==> config.mk <==
export PLATFORM = sky130hd
export DESIGN_NAME = fp_wb_arbiter
export DESIGN_NICKNAME = d
export VERILOG_FILES = /design/src/rtl/fp_wb_pkg.sv /design/src/rtl/fp_wb_fifo.sv /design/src/rtl/fp_wb_arbiter.sv
export SDC_FILE = /design/constraint.sdc
export NUM_CORES = 1
export LEC_CHECK = 0
export ABC_CLOCK_PERIOD_IN_PS = 2600
export BUFFER_PORTS_ARGS = -buffer_cell sky130_fd_sc_hd__buf_2
export CAP_MARGIN = 20
export CORE_AREA = 4 4 133 135
export CTS_BUF_LIST = sky130_fd_sc_hd__clkbuf_8
export CTS_CLUSTER_DIAMETER = 150
export DETAILED_ROUTE_END_ITERATION = 7
export DIE_AREA = 0 0 137 139
export PLACE_DENSITY = 0.68
export SETUP_SLACK_MARGIN = 0.02
export SLEW_MARGIN = 20
export SYNTH_ARGS = -nofsm -noshare
export SYNTH_HDL_FRONTEND = slang
export SYNTH_HIERARCHICAL = 1
export SYNTH_SLANG_ARGS = --single-unit
==> constraint.sdc <==
create_clock -name CLK -period 2.6 [get_ports CLK]
set_clock_uncertainty 0.05 [all_clocks]
set_input_delay 0.39 -clock CLK [delete_from_list [all_inputs] [get_ports CLK]]
set_output_delay 0.39 -clock CLK [all_outputs]
set_load 0.02 [all_outputs]
==> src/rtl/fp_wb_pkg.sv <==
// Shared defaults and types for the FP register-file writeback arbiter.
// Entry layout matches the register-file write port: {rd, data}.
package fp_wb_pkg;

  localparam int WB_WIDTH  = 32;
  localparam int WB_WID_IN = 5;
  localparam int WB_DEPTH  = 4;
  localparam int WB_STARVE = 3;

  typedef struct packed {
    logic [WB_WID_IN-1:0] rd;
    logic [WB_WIDTH-1:0]  data;
  } wb_entry_t;

  // Write source chosen for the current cycle.
  typedef enum logic [1:0] {
    SRC_IDLE  = 2'd0,
    SRC_A     = 2'd1,
    SRC_FORCE = 2'd2,
    SRC_POP   = 2'd3
  } wb_src_t;

endpackage

==> src/rtl/fp_wb_fifo.sv <==
// Synchronous FIFO buffering divide/sqrt results until the write port is free.
// Pointers wrap naturally because DEPTH is a power of two.
module fp_wb_fifo
  import fp_wb_pkg::*;
#(
  parameter type T            = wb_entry_t,
  parameter int  DEPTH        = WB_DEPTH,
  localparam int AW           = $clog2(DEPTH),
  localparam int CW           = $clog2(DEPTH) + 1
) (
  input  logic          CLK,
  input  logic          RST,
  input  logic          i_push,
  input  logic          i_pop,
  input  T              i_data,
  output T              o_head,
  output logic          o_full,
  output logic          o_empty,
  output logic [CW-1:0] o_count
);

  logic [AW-1:0] r_wr_ptr;
  logic [AW-1:0] r_rd_ptr;
  logic [CW-1:0] r_count;
  T              r_mem [DEPTH];
  logic          w_do_push;
  logic          w_do_pop;

  assign o_full    = (r_count == CW'(DEPTH));
  assign o_empty   = (r_count == {CW{1'b0}});
  assign o_count   = r_count;
  assign o_head    = r_mem[r_rd_ptr];
  assign w_do_push = i_push && !o_full;
  assign w_do_pop  = i_pop && !o_empty;

  // Pointer and occupancy bookkeeping.
  always_ff @(posedge CLK or negedge RST) begin
    if (!RST) begin
      r_wr_ptr <= {AW{1'b0}};
      r_rd_ptr <= {AW{1'b0}};
      r_count  <= {CW{1'b0}};
    end else begin
      if (w_do_push) r_wr_ptr <= r_wr_ptr + AW'(1);
      if (w_do_pop)  r_rd_ptr <= r_rd_ptr + AW'(1);
      case ({w_do_push, w_do_pop})
        2'b10:   r_count <= r_count + CW'(1);
        2'b01:   r_count <= r_count - CW'(1);
        default: r_count <= r_count;
      endcase
    end
  end

  // Entry storage; stale contents are unreachable once the count is cleared.
  always_ff @(posedge CLK) begin
    if (w_do_push) r_mem[r_wr_ptr] <= i_data;
  end

endmodule

==> src/rtl/fp_wb_arbiter.sv <==
// Drives the FP register file's single write port from the FP ALU (priority)
// and a FIFO of divide/sqrt results, with a starvation bound on the FIFO head.
module fp_wb_arbiter
  import fp_wb_pkg::*;
#(
  parameter int  WIDTH  = WB_WIDTH,
  parameter int  WID_IN = WB_WID_IN,
  parameter int  DEPTH  = WB_DEPTH,
  parameter int  STARVE = WB_STARVE,
  localparam int CW     = $clog2(DEPTH) + 1,
  localparam int SW     = $clog2(STARVE + 1)
) (
  input  logic              CLK,
  input  logic              RST,
  input  logic              A_Valid,
  output logic              A_Ready,
  input  logic [WID_IN-1:0] A_Rd,
  input  logic [WIDTH-1:0]  A_Data,
  input  logic              B_Valid,
  output logic              B_Ready,
  input  logic [WID_IN-1:0] B_Rd,
  input  logic [WIDTH-1:0]  B_Data,
  output logic              Reg_Wr,
  output logic [WID_IN-1:0] Rd_Wr,
  output logic [WIDTH-1:0]  Rd_In,
  output logic [CW-1:0]     Fifo_Count
);

  typedef struct packed {
    logic [WID_IN-1:0] rd;
    logic [WIDTH-1:0]  data;
  } entry_t;

  entry_t            w_head;
  entry_t            w_b_in;
  entry_t            w_sel;
  wb_src_t           w_src;
  logic              w_full;
  logic              w_empty;
  logic              w_push;
  logic              w_pop;
  logic              w_write;
  logic [SW-1:0]     w_wait_nxt;
  logic [SW-1:0]     r_wait;
  logic              r_reg_wr;
  logic [WID_IN-1:0] r_rd_wr;
  logic [WIDTH-1:0]  r_rd_in;

  assign w_b_in.rd   = B_Rd;
  assign w_b_in.data = B_Data;
  assign w_push      = B_Valid && !w_full;
  assign B_Ready     = !w_full;
  assign A_Ready     = (w_src != SRC_FORCE);
  assign w_write     = (w_src != SRC_IDLE);

  fp_wb_fifo #(
    .T     (entry_t),
    .DEPTH (DEPTH)
  ) u_fifo (
    .CLK     (CLK),
    .RST     (RST),
    .i_push  (w_push),
    .i_pop   (w_pop),
    .i_data  (w_b_in),
    .o_head  (w_head),
    .o_full  (w_full),
    .o_empty (w_empty),
    .o_count (Fifo_Count)
  );

  // Pick this cycle's write source; a starved head overrides port A.
  always_comb begin
    w_src = SRC_IDLE;
    if (!w_empty && (r_wait == SW'(STARVE))) begin
      w_src = SRC_FORCE;
    end else if (A_Valid) begin
      w_src = SRC_A;
    end else if (!w_empty) begin
      w_src = SRC_POP;
    end else begin
      w_src = SRC_IDLE;
    end
  end

  // Selected entry, FIFO pop and next starvation count.
  always_comb begin
    w_sel      = w_head;
    w_pop      = 1'b0;
    w_wait_nxt = {SW{1'b0}};
    case (w_src)
      SRC_FORCE, SRC_POP: begin
        w_pop      = 1'b1;
        w_wait_nxt = {SW{1'b0}};
      end
      SRC_A: begin
        w_sel.rd   = A_Rd;
        w_sel.data = A_Data;
        if (w_empty) begin
          w_wait_nxt = {SW{1'b0}};
        end else if (r_wait == SW'(STARVE)) begin
          w_wait_nxt = r_wait;
        end else begin
          w_wait_nxt = r_wait + SW'(1);
        end
      end
      SRC_IDLE: begin
        w_wait_nxt = {SW{1'b0}};
      end
      default: begin
        w_wait_nxt = {SW{1'b0}};
      end
    endcase
  end

  // Starvation counter.
  always_ff @(posedge CLK or negedge RST) begin
    if (!RST) begin
      r_wait <= {SW{1'b0}};
    end else begin
      r_wait <= w_wait_nxt;
    end
  end

  // Register-file write port; r0 is consumed but never written.
  always_ff @(posedge CLK or negedge RST) begin
    if (!RST) begin
      r_reg_wr <= 1'b0;
      r_rd_wr  <= {WID_IN{1'b0}};
      r_rd_in  <= {WIDTH{1'b0}};
    end else begin
      r_reg_wr <= w_write && (w_sel.rd != {WID_IN{1'b0}});
      if (w_write) begin
        r_rd_wr <= w_sel.rd;
        r_rd_in <= w_sel.data;
      end
    end
  end

  assign Reg_Wr = r_reg_wr;
  assign Rd_Wr  = r_rd_wr;
  assign Rd_In  = r_rd_in;

endmodule

# Word level (Yosys, flattened, before mapping)
# Memory sizes are Yosys's and may differ from the RTL's.
# Index checks and enable logic that the tools add are counted.
[word_totals] memories=1 word_cells=47 out_inout_bits=43 regBits=47 mem_bits_rw=148
[op_classes] reduce_logical=14 eq_ne=9 n_mux=11 n_addsub=5
[memory_table] name="u_fifo.r_mem" depth=4 width=37 rd=1 rd_ports_with_merged_regs=0 write_ports=1 line="fp_wb_fifo.sv:25" rtl="T r_mem [DEPTH];"
[op_table] cell="$mux 37" n=1
[op_table] cell="$mux 2" n=5
[op_table] cell="$eq 2x2->1 const B" n=4
[op_table] cell="$add 2x1->2 const B" n=3
[op_table] cell="$pmux 3 s2" n=1
[op_table] cell="$logic_and 1x1->1" n=5
[op_table] cell="$reduce_bool 5->1" n=1
[op_table] cell="$eq 2x1->1 const B" n=2
[op_table] cell="$pmux 2 s2" n=1
[op_table] cell="$reduce_bool 2->1" n=2
[op_table] cell="$add 3x1->3 const B" n=1
[op_table] cell="$eq 3x3->1 const B" n=1
[op_table] cell="$logic_not 3->1" n=1
[op_table] cell="$mux 1" n=3
[op_table] cell="$ne 3x2->1 const B" n=1
[op_table] cell="$reduce_or 3->1" n=1
[op_table] cell="$sub 3x1->3 const B" n=1
[op_table] cell="$logic_not 1->1" n=2
[op_table] cell="$logic_not 2->1" n=1
[op_table] cell="$ne 2x2->1 const B" n=1
[op_table] cell="$reduce_or 2->1" n=1

# Logic depth before layout (Yosys ltp)
# Gate-level depths: netlist of the first run.
[logic_depth] word_depth=10 depth_mapped=11 ltp_nobuf=10

# Hierarchy
# Netlist of the first run, hierarchy kept.
[modules_own_cells] module="fp_wb_fifo" area_each_um2=5755.5 cells_each=230 n_inst=1
[modules_own_cells] module="fp_wb_arbiter" area_each_um2=2157.1 cells_each=185 n_inst=1

# Worst setup path after synthesis of the first run
# No wires, ideal clock.
[synth_path] kind="register to register" startpoint="reg u_fifo.r_count[0] (netlist: u_fifo/o_count[0])" endpoint="reg u_fifo.r_count[2] (netlist: u_fifo/o_count[2])" path_slack_ns=0.113 path_stages_with_launch=12 n_path_buf=2 arrival_ns=2.303 period_less_slack_ns=2.487 path_cell_list="dfrtp_1 -> nor3_1 -> buf_2 -> buf_2 -> nor2_1 -> o31a_1 -> ha_1 -> inv_1 -> fa_1 -> xor2_1 -> nor2_1 -> xor2_1"
[synth_between] elab_chain_cells=10 word_cells_on_any_way=21 cone_classes="add/sub (2); eq/ne (5); mux (5); reduce/logical (9)"
[synth_lines] item="start: declaration" line="fp_wb_fifo.sv:24" rtl="logic [CW-1:0] r_count;"
[synth_lines] item="start signal: assignment" line="fp_wb_fifo.sv:41" rtl="r_count <= {CW{1'b0}};"
[synth_lines] item="start signal: assignment" line="fp_wb_fifo.sv:46" rtl="2'b10: r_count <= r_count + CW'(1);"
[synth_lines] item="start signal: assignment" line="fp_wb_fifo.sv:47" rtl="2'b01: r_count <= r_count - CW'(1);"
[synth_lines] item="$logic_not 3->1 *" line="fp_wb_fifo.sv:30" rtl="assign o_empty = (r_count == {CW{1'b0}});"
[synth_lines] item="via w_empty" line="fp_wb_arbiter.sv:39" rtl="logic w_empty;"
[synth_lines] item="$mux 2 or $logic_not 1->1 (tied branches)" line="fp_wb_arbiter.sv:78, fp_wb_arbiter.sv:74"
[synth_lines] item="$mux 2 or $logic_and 1x1->1 (tied branches)" line="fp_wb_arbiter.sv:76, fp_wb_arbiter.sv:74"
[synth_lines] item="$mux 2 *" line="fp_wb_arbiter.sv:74" rtl="if (!w_empty && (r_wait == SW'(STARVE))) begin"
[synth_lines] item="$eq 2x2->1" line="fp_wb_arbiter.sv:90" rtl="case (w_src)"
[synth_lines] item="$reduce_or 2->1 *" line="fp_wb_arbiter.sv:90"
[synth_lines] item="$mux 1 *" line="fp_wb_arbiter.sv:90"
[synth_lines] item="via w_pop" line="fp_wb_arbiter.sv:41" rtl="logic w_pop;"
[synth_lines] item="$logic_and 1x1->1 *" line="fp_wb_fifo.sv:34" rtl="assign w_do_pop = i_pop && !o_empty;"
[synth_lines] item="via u_fifo.w_do_pop" line="fp_wb_fifo.sv:27" rtl="logic w_do_pop;"
[synth_lines] item="$eq 2x1->1 or $eq 2x2->1 (tied branches)" line="fp_wb_fifo.sv:45" rtl="case ({w_do_push, w_do_pop})"
[synth_lines] item="$pmux 3 s2 or $reduce_bool 2->1 (tied branches)"
# Mark *: on every way through the listed nets, which the timed path passes. The rest lies on a longest branch.
# A chain may end at the register's enable or synchronous reset.

# Worst setup path in the final report of the first run
[layout_path] startpoint="reg u_fifo.r_count[0] (netlist: u_fifo/o_count[0])" endpoint="out A_Ready"
[layout_between] elab_chain_cells=5 word_cells_on_any_way=7 cone_classes="eq/ne (1); mux (3); reduce/logical (3)"
[layout_lines] item="$logic_not 3->1 *" line="fp_wb_fifo.sv:30"
[layout_lines] item="via w_empty" line="fp_wb_arbiter.sv:39"
[layout_lines] item="$mux 2 or $logic_not 1->1 (tied branches)" line="fp_wb_arbiter.sv:78, fp_wb_arbiter.sv:74"
[layout_lines] item="$mux 2 or $logic_and 1x1->1 (tied branches)" line="fp_wb_arbiter.sv:76, fp_wb_arbiter.sv:74"
[layout_lines] item="$mux 2 *" line="fp_wb_arbiter.sv:74"
[layout_lines] item="$ne 2x2->1 *" line="fp_wb_arbiter.sv:53" rtl="assign A_Ready = (w_src != SRC_FORCE);"
[layout_lines] item="end: declaration" line="fp_wb_arbiter.sv:16" rtl="output logic A_Ready,"
# Marks and branches as above.

==> results of run 1 <==
==> routing by layer <==
metal	vias to the layer above	wire length [um]
met4	0	290
met1	2305	6620
met5	-	0
met3	21	855
met2	138	9030
li1	1949	-
==> synthesized netlist by cell type (all sizes together) (2+ instances only) <==
library cell,count,area (um^2)
edfxtp,148,4440
dfrtp,47,1180
nor2b,40,253
a211o,37,324
mux4,37,833
o221a,37,417
buf,23,131
inv,7,26.3
ha,6,75.1
clkbuf,5,18.8
and2,4,25.0
nor2,4,15.0
xnor2,3,26.3
xor2,3,26.3
nand2,2,7.51
nor3b,2,20.0
or4,2,15.0
==> layout make-up <==
cell class                      count  area (um^2)
Inverter                            7         26.3
Multi-Input combinational cell    185         2130
Fill cell                        1327         7250
Timing Repair Buffer              137          793
Tap cell                          220          275
Clock buffer                       19          262
Clock inverter                     12          103
Sequential cell                   195         5620
==> flip-flops by register name, indices dropped and copies added, names as in the netlist <==
register         flops
Rd_In               32
Rd_Wr                5
Reg_Wr               1
r_wait               2
u_fifo/o_count       3
u_fifo/r_mem       148
u_fifo/r_rd_ptr      2
u_fifo/r_wr_ptr      2
==> cells by family (layout without fill, tap and decap cells) <==
logic type	after synthesis	in the layout	synth area share
flops	195	195	0.710
compound gates	76	76	0.0958
simple gates	57	57	0.0449
mux	39	39	0.108
buf+inv	35	175	0.0223
fa+ha+maj	7	7	0.0120
xor+xnor	6	6	0.00664
==> critical path: stages, from the launching register on <==
cell and delay [ns]:
dfrtp_1 0.47, nor3_2 0.40, nand2b_2 0.21, buf_4 0.21, buf_2 0.20
==> power by group through the flow <==
stage          clock [W]  combinational [W]  sequential, W
2_1_floorplan          0            0.00244        0.00492
3_3_place_gp           0            0.00379        0.00465
3_5_place_dp           0            0.00391        0.00470
4_1_cts          0.00186            0.00391        0.00464
5_1_grt          0.00201            0.00416        0.00470
6_report         0.00179            0.00387        0.00462
==> final timing paths <==
path,start,to,depth (start not counted)
min in group asynchronous,RST,Rd_Wr[0],2
hold / removal,B_Data[22],u_fifo/r_mem[3][22],1
hold reg to reg,r_wait[0],r_wait[0],1
setup / recovery,u_fifo/o_count[0],A_Ready,4
setup reg to reg,u_fifo/o_count[0],u_fifo/o_count[2],10
max in group asynchronous,RST,Rd_In[23],3
==> metrics by stage <==
step	cell area (um^2)	hold slack [ns]	util	setup slack, ns
final	9210	0.112	0.559	0.232
after global routing	9210	0.0680	0.559	0.0981
after CTS	9210	0.0718	0.559	0.202
after detailed placement	8840	0.358	0.537	0.298
after global placement	8840	0.346	0.537	0.429
after floorplan	7910	0.0444	-	0.113
==> impl_metrics.toml, run 1 <==
[status]
status = "complete, no violations"

[layout]
final_cells = 775
final_cell_mix = "148 x edfxtp_1, 120 x buf_2, 45 x dfrtp_1"
syn_to_final_growth_pct = 16.4
final_common_cell = "edfxtp_1"
drive_gt1_frac = 0.405
antennaDiodeCount = 0
nNetsFinal = 628

[worst_hold_path]
min_path_type = "input pin to flop"

[place]
dp_hpwl_um = 11400
placed_cells = 743
io_buffers = 120
place.gp.congestion = 0.807

[logic_synthesis]
netlist_area_um2 = 7910
avgSynthCellArea_um2 = 19.1
ys_seq_elements = 195
syn-num-nets = 500
synthArstFlopShare = 0.241
ys_seq_area_frac = 0.710
synthDistinctLibCells = 31
synth_edf_count = 148
synthCells = 415
ys.flop_type = "edfxtp_1"
yosysWarnings = 6

[die]
io-pin-count = 121
core_region_area_um2 = 16500
die-area_um2 = 19000
die_w_um = 137
start_util = 0.481
die_h_um = 139
rows = 47

[critical_path]
critPathKind = "flop to primary output"
r2r_setup_slack_ns = 0.24
critPathArrivalTime_ns = 1.93
cp-start-kind = "flop"
crit_path_max_fanout = 14
critPathRequiredTime_ns = 2.16
endpoint_kind = "primary output"

[power]
p_sw_frac = 0.330
clock_power_share = 0.175
ir_drop_mv = 0.596
power_density_nw_per_um2 = 1120
leakage_nw = 3.41
pwr-share-comb = 0.376
p_int_w = 0.00689
power_w = 0.0103
switchingPower_w = 0.00339
pwr-share-seq = 0.449

[routing]
drtAntennaViolNets = 0
drc_errors = 0
routedWlPerCell_um = 21.7
vias_per_cell = 5.69
vias = 4413
drtIter0Drc = 268
first_pass_iters = 4
routed_wl_um = 16800

[timing]
min_period_ns = 2.37
fin_crit_sh = 0.911
finalSetupViolations = 0
rsz0062_at_grt = "false"
slew_violations = 0
slew_headroom = 0.420
hold_viol = 0
tightest_slew_ns = 0.867
max_freq_mhz = 422
fin_tns_setup_ns = 0

[clock_network]
path_clk_slew_ns = 0.09
clock_path_buffers = 2
cts_htree_levels = 4
clock_sinks = 195
cts_setup_buffers = 0
cts_tree = "yes"
clock_latency_ns = 0.44
numCtsBuffers = 17
postCtsResizedCells = 0
clock-root-buffer = "clkbuf_8"
ctsHoldBuffers = 1

[run]
max_cap_violations = 0

[global_route]
antenna_found_initial = 0
busiest_layer = "met2"
use_met2 = 0.321
grt_pass1_wl_um = 26300
grt_pass1_vias = 4741
grt_usage = 0.185
grt_util_met1 = 0.231
grt_max_degree = 60
met3_usage = 0.0403
grt_remaining_overflow = 0
No activity file was read; power rests on OpenSTA's default activity.
==> run 2: changes to the inputs <==
--- a/config.mk
+++ b/config.mk
@@ -5,7 +5,7 @@
 export SDC_FILE = /design/constraint.sdc
 export NUM_CORES = 1
 export LEC_CHECK = 0
-export ABC_CLOCK_PERIOD_IN_PS = 2600
+export ABC_CLOCK_PERIOD_IN_PS = 3000
 export BUFFER_PORTS_ARGS = -buffer_cell sky130_fd_sc_hd__buf_2
 export CAP_MARGIN = 20
 export CORE_AREA = 4 4 133 135
@@ -20,3 +20,4 @@
 export SYNTH_HDL_FRONTEND = slang
 export SYNTH_HIERARCHICAL = 1
 export SYNTH_SLANG_ARGS = --single-unit
+export TNS_END_PERCENT = 1
==> constraint.sdc (replaced) <==
create_clock -name CLK -period 3 [get_ports CLK]
set_clock_uncertainty 0.05 [all_clocks]
set_input_delay 0.45 -clock CLK [delete_from_list [all_inputs] [get_ports CLK]]
set_output_delay 0.45 -clock CLK [all_outputs]
set_load 0.02 [all_outputs]
==> run 2 against run 1 <==
Compared with the run above:
- global-route usage barely moved
- final cell count fell by 0.13%
- die area did not move
- hold slack got worse by 0.045 ns
- wire length barely moved
- critical path depth fell by 1
- sequential power fell by 12%
- clock power barely moved
- non-clock buffer count fell by 2
- sequential share of layout area barely moved
- first-iteration DRC count rose by 3.4%
- flip-flop and latch count did not move
- critical endpoint unchanged
- largest cell class unchanged
==> impl_metrics.toml, run 2 (synthesis results as in run 1) <==
[routing]
vias_per_cell = 5.63
vias = 4359
routedWlPerCell_um = 21.7
drtIter0Drc = 277
drc_errors = 0
routed_wl_um = 16800
drtAntennaViolNets = 0
first_pass_iters = 4

[clock_network]
cts_setup_buffers = 0
path_clk_slew_ns = 0.10
postCtsResizedCells = 0
clock_latency_ns = 0.46
numCtsBuffers = 17
cts_tree = "yes"
cts_htree_levels = 4
clock_path_buffers = 2
clock-root-buffer = "clkbuf_8"
clock_sinks = 195
ctsHoldBuffers = 0

[global_route]
antenna_found_initial = 1
grt_usage = 0.185
grt_remaining_overflow = 0
grt_pass1_wl_um = 26200
grt_pass1_vias = 4719
grt_max_degree = 57

[critical_path]
cp.buffers_inverters = 1
critPathArrivalTime_ns = 1.87
r2r_setup_slack_ns = 0.68
slowest_stage = "dfrtp_1"
endpoint_kind = "primary output"
crit-reg2reg-launch = "u_fifo/r_rd_ptr[0]"
cp-start-kind = "flop"
startpoint = "u_fifo/o_count[0]"
slowest_delay_ns = 0.47
crit_chain = "nor3_2, nand2b_2, buf_2"
critPathKind = "flop to primary output"
r2r_end = "Rd_Wr[1]"
crit_path_max_fanout = 13
r2r_cells = 5
critPathRequiredTime_ns = 2.50
critPathTopFamily = "simple AND/OR/NAND/NOR gates"

[layout]
largest_reg_flops = 148
final_common_cell = "edfxtp_1"
antennaDiodeCount = 0
drive_gt1_frac = 0.419
syn_to_final_growth_pct = 16.4
nNetsFinal = 626
regMostFlops = "u_fifo/r_mem"
final_cell_mix = "148 x edfxtp_1, 120 x buf_2, 45 x dfrtp_1"

[power]
leakage_nw = 3.40
power_w = 0.00905
power_density_nw_per_um2 = 983
ir_drop_mv = 0.441

[place]
io_buffers = 120
dp_hpwl_um = 10700
place.gp.congestion = 0.722

[die]
die_w_um = 137
die_h_um = 139
die-area_um2 = 19000
rows = 47
core_region_area_um2 = 16500
io-pin-count = 121
start_util = 0.481

[timing]
max_freq_mhz = 422
min_period_ns = 2.37
hold_viol = 0
holdWs_ns = 0.0671
slew_violations = 0
tightest_slew_ns = 0.903
rsz0062_at_grt = "false"
finalSetupViolations = 0
slew_headroom = 0.398
fin_crit_sh = 0.791
fin_tns_setup_ns = 0

[worst_hold_path]
min_path_type = "input pin to async pin"

[run]
max_cap_violations = 0

[status]
status = "complete, no violations"
-- run 2: cell types whose count changed in the layout (fill, tap and decap cells not counted), sizes merged --
cell and change:
dlygate4sd3 -1, bufinv +2, buf -1, inv -4, clkinvlp +3, clkbuf -2
clkinv +2
-- run 2: how the worst max path moves through the flow --
stage                              to  slack (ns)  cells past startpoint
finish                        A_Ready        0.63                      3
global route                  A_Ready        0.48                      3
CTS                           A_Ready        0.58                      3
detailed placement           Rd_Wr[1]        0.64                      5
global placement             Rd_Wr[1]        0.67                      5
floorplan           u_fifo/o_count[2]        0.51                     11
-- run 2: per-layer routing --
layer / wire length, um / GRT usage / vias up
met4: 304 / 0.0609 / 2
li1: - / - / 1942
met2: 8870 / 0.316 / 134
met3: 1040 / 0.0428 / 26
met1: 6590 / 0.234 / 2255
met5: 7 / 0 / -
-- run 2: metrics by stage --
step	util	worst slack, ns	instance area, um^2	instances
detailed placement	0.533	0.642	8780	742
global placement	0.533	0.673	8780	742
floorplan	-	0.513	7910	415
global route	0.559	0.481	9210	774
CTS	0.559	0.581	9210	774
finish	0.559	0.628	9210	774
-- run 2: cell type report --
type,instances,area [um^2]
Timing Repair Buffer,135,726
Tap cell,220,275
Multi-Input combinational cell,185,2130
Clock inverter,15,191
Sequential cell,195,5620
Inverter,7,26.3
Clock buffer,17,234
Fill cell,1333,7260
-- run 2: power breakdown --
part / internal, W / switching (W) / total [W] / leakage (nW)
clock: 0.000900 / 0.000884 / 0.00178 / 0.209
combinational: 0.00151 / 0.00171 / 0.00322 / 1.30
sequential: 0.00366 / 0.000384 / 0.00405 / 1.89
-- run 2: worst reg2reg max path: stages (launching register included) --
cell and delay (ns):
dfrtp_2 0.71, buf_4 0.35, mux4_2 0.56, nor2b_1 0.15
a211o_1 0.28, o221a_1 0.11
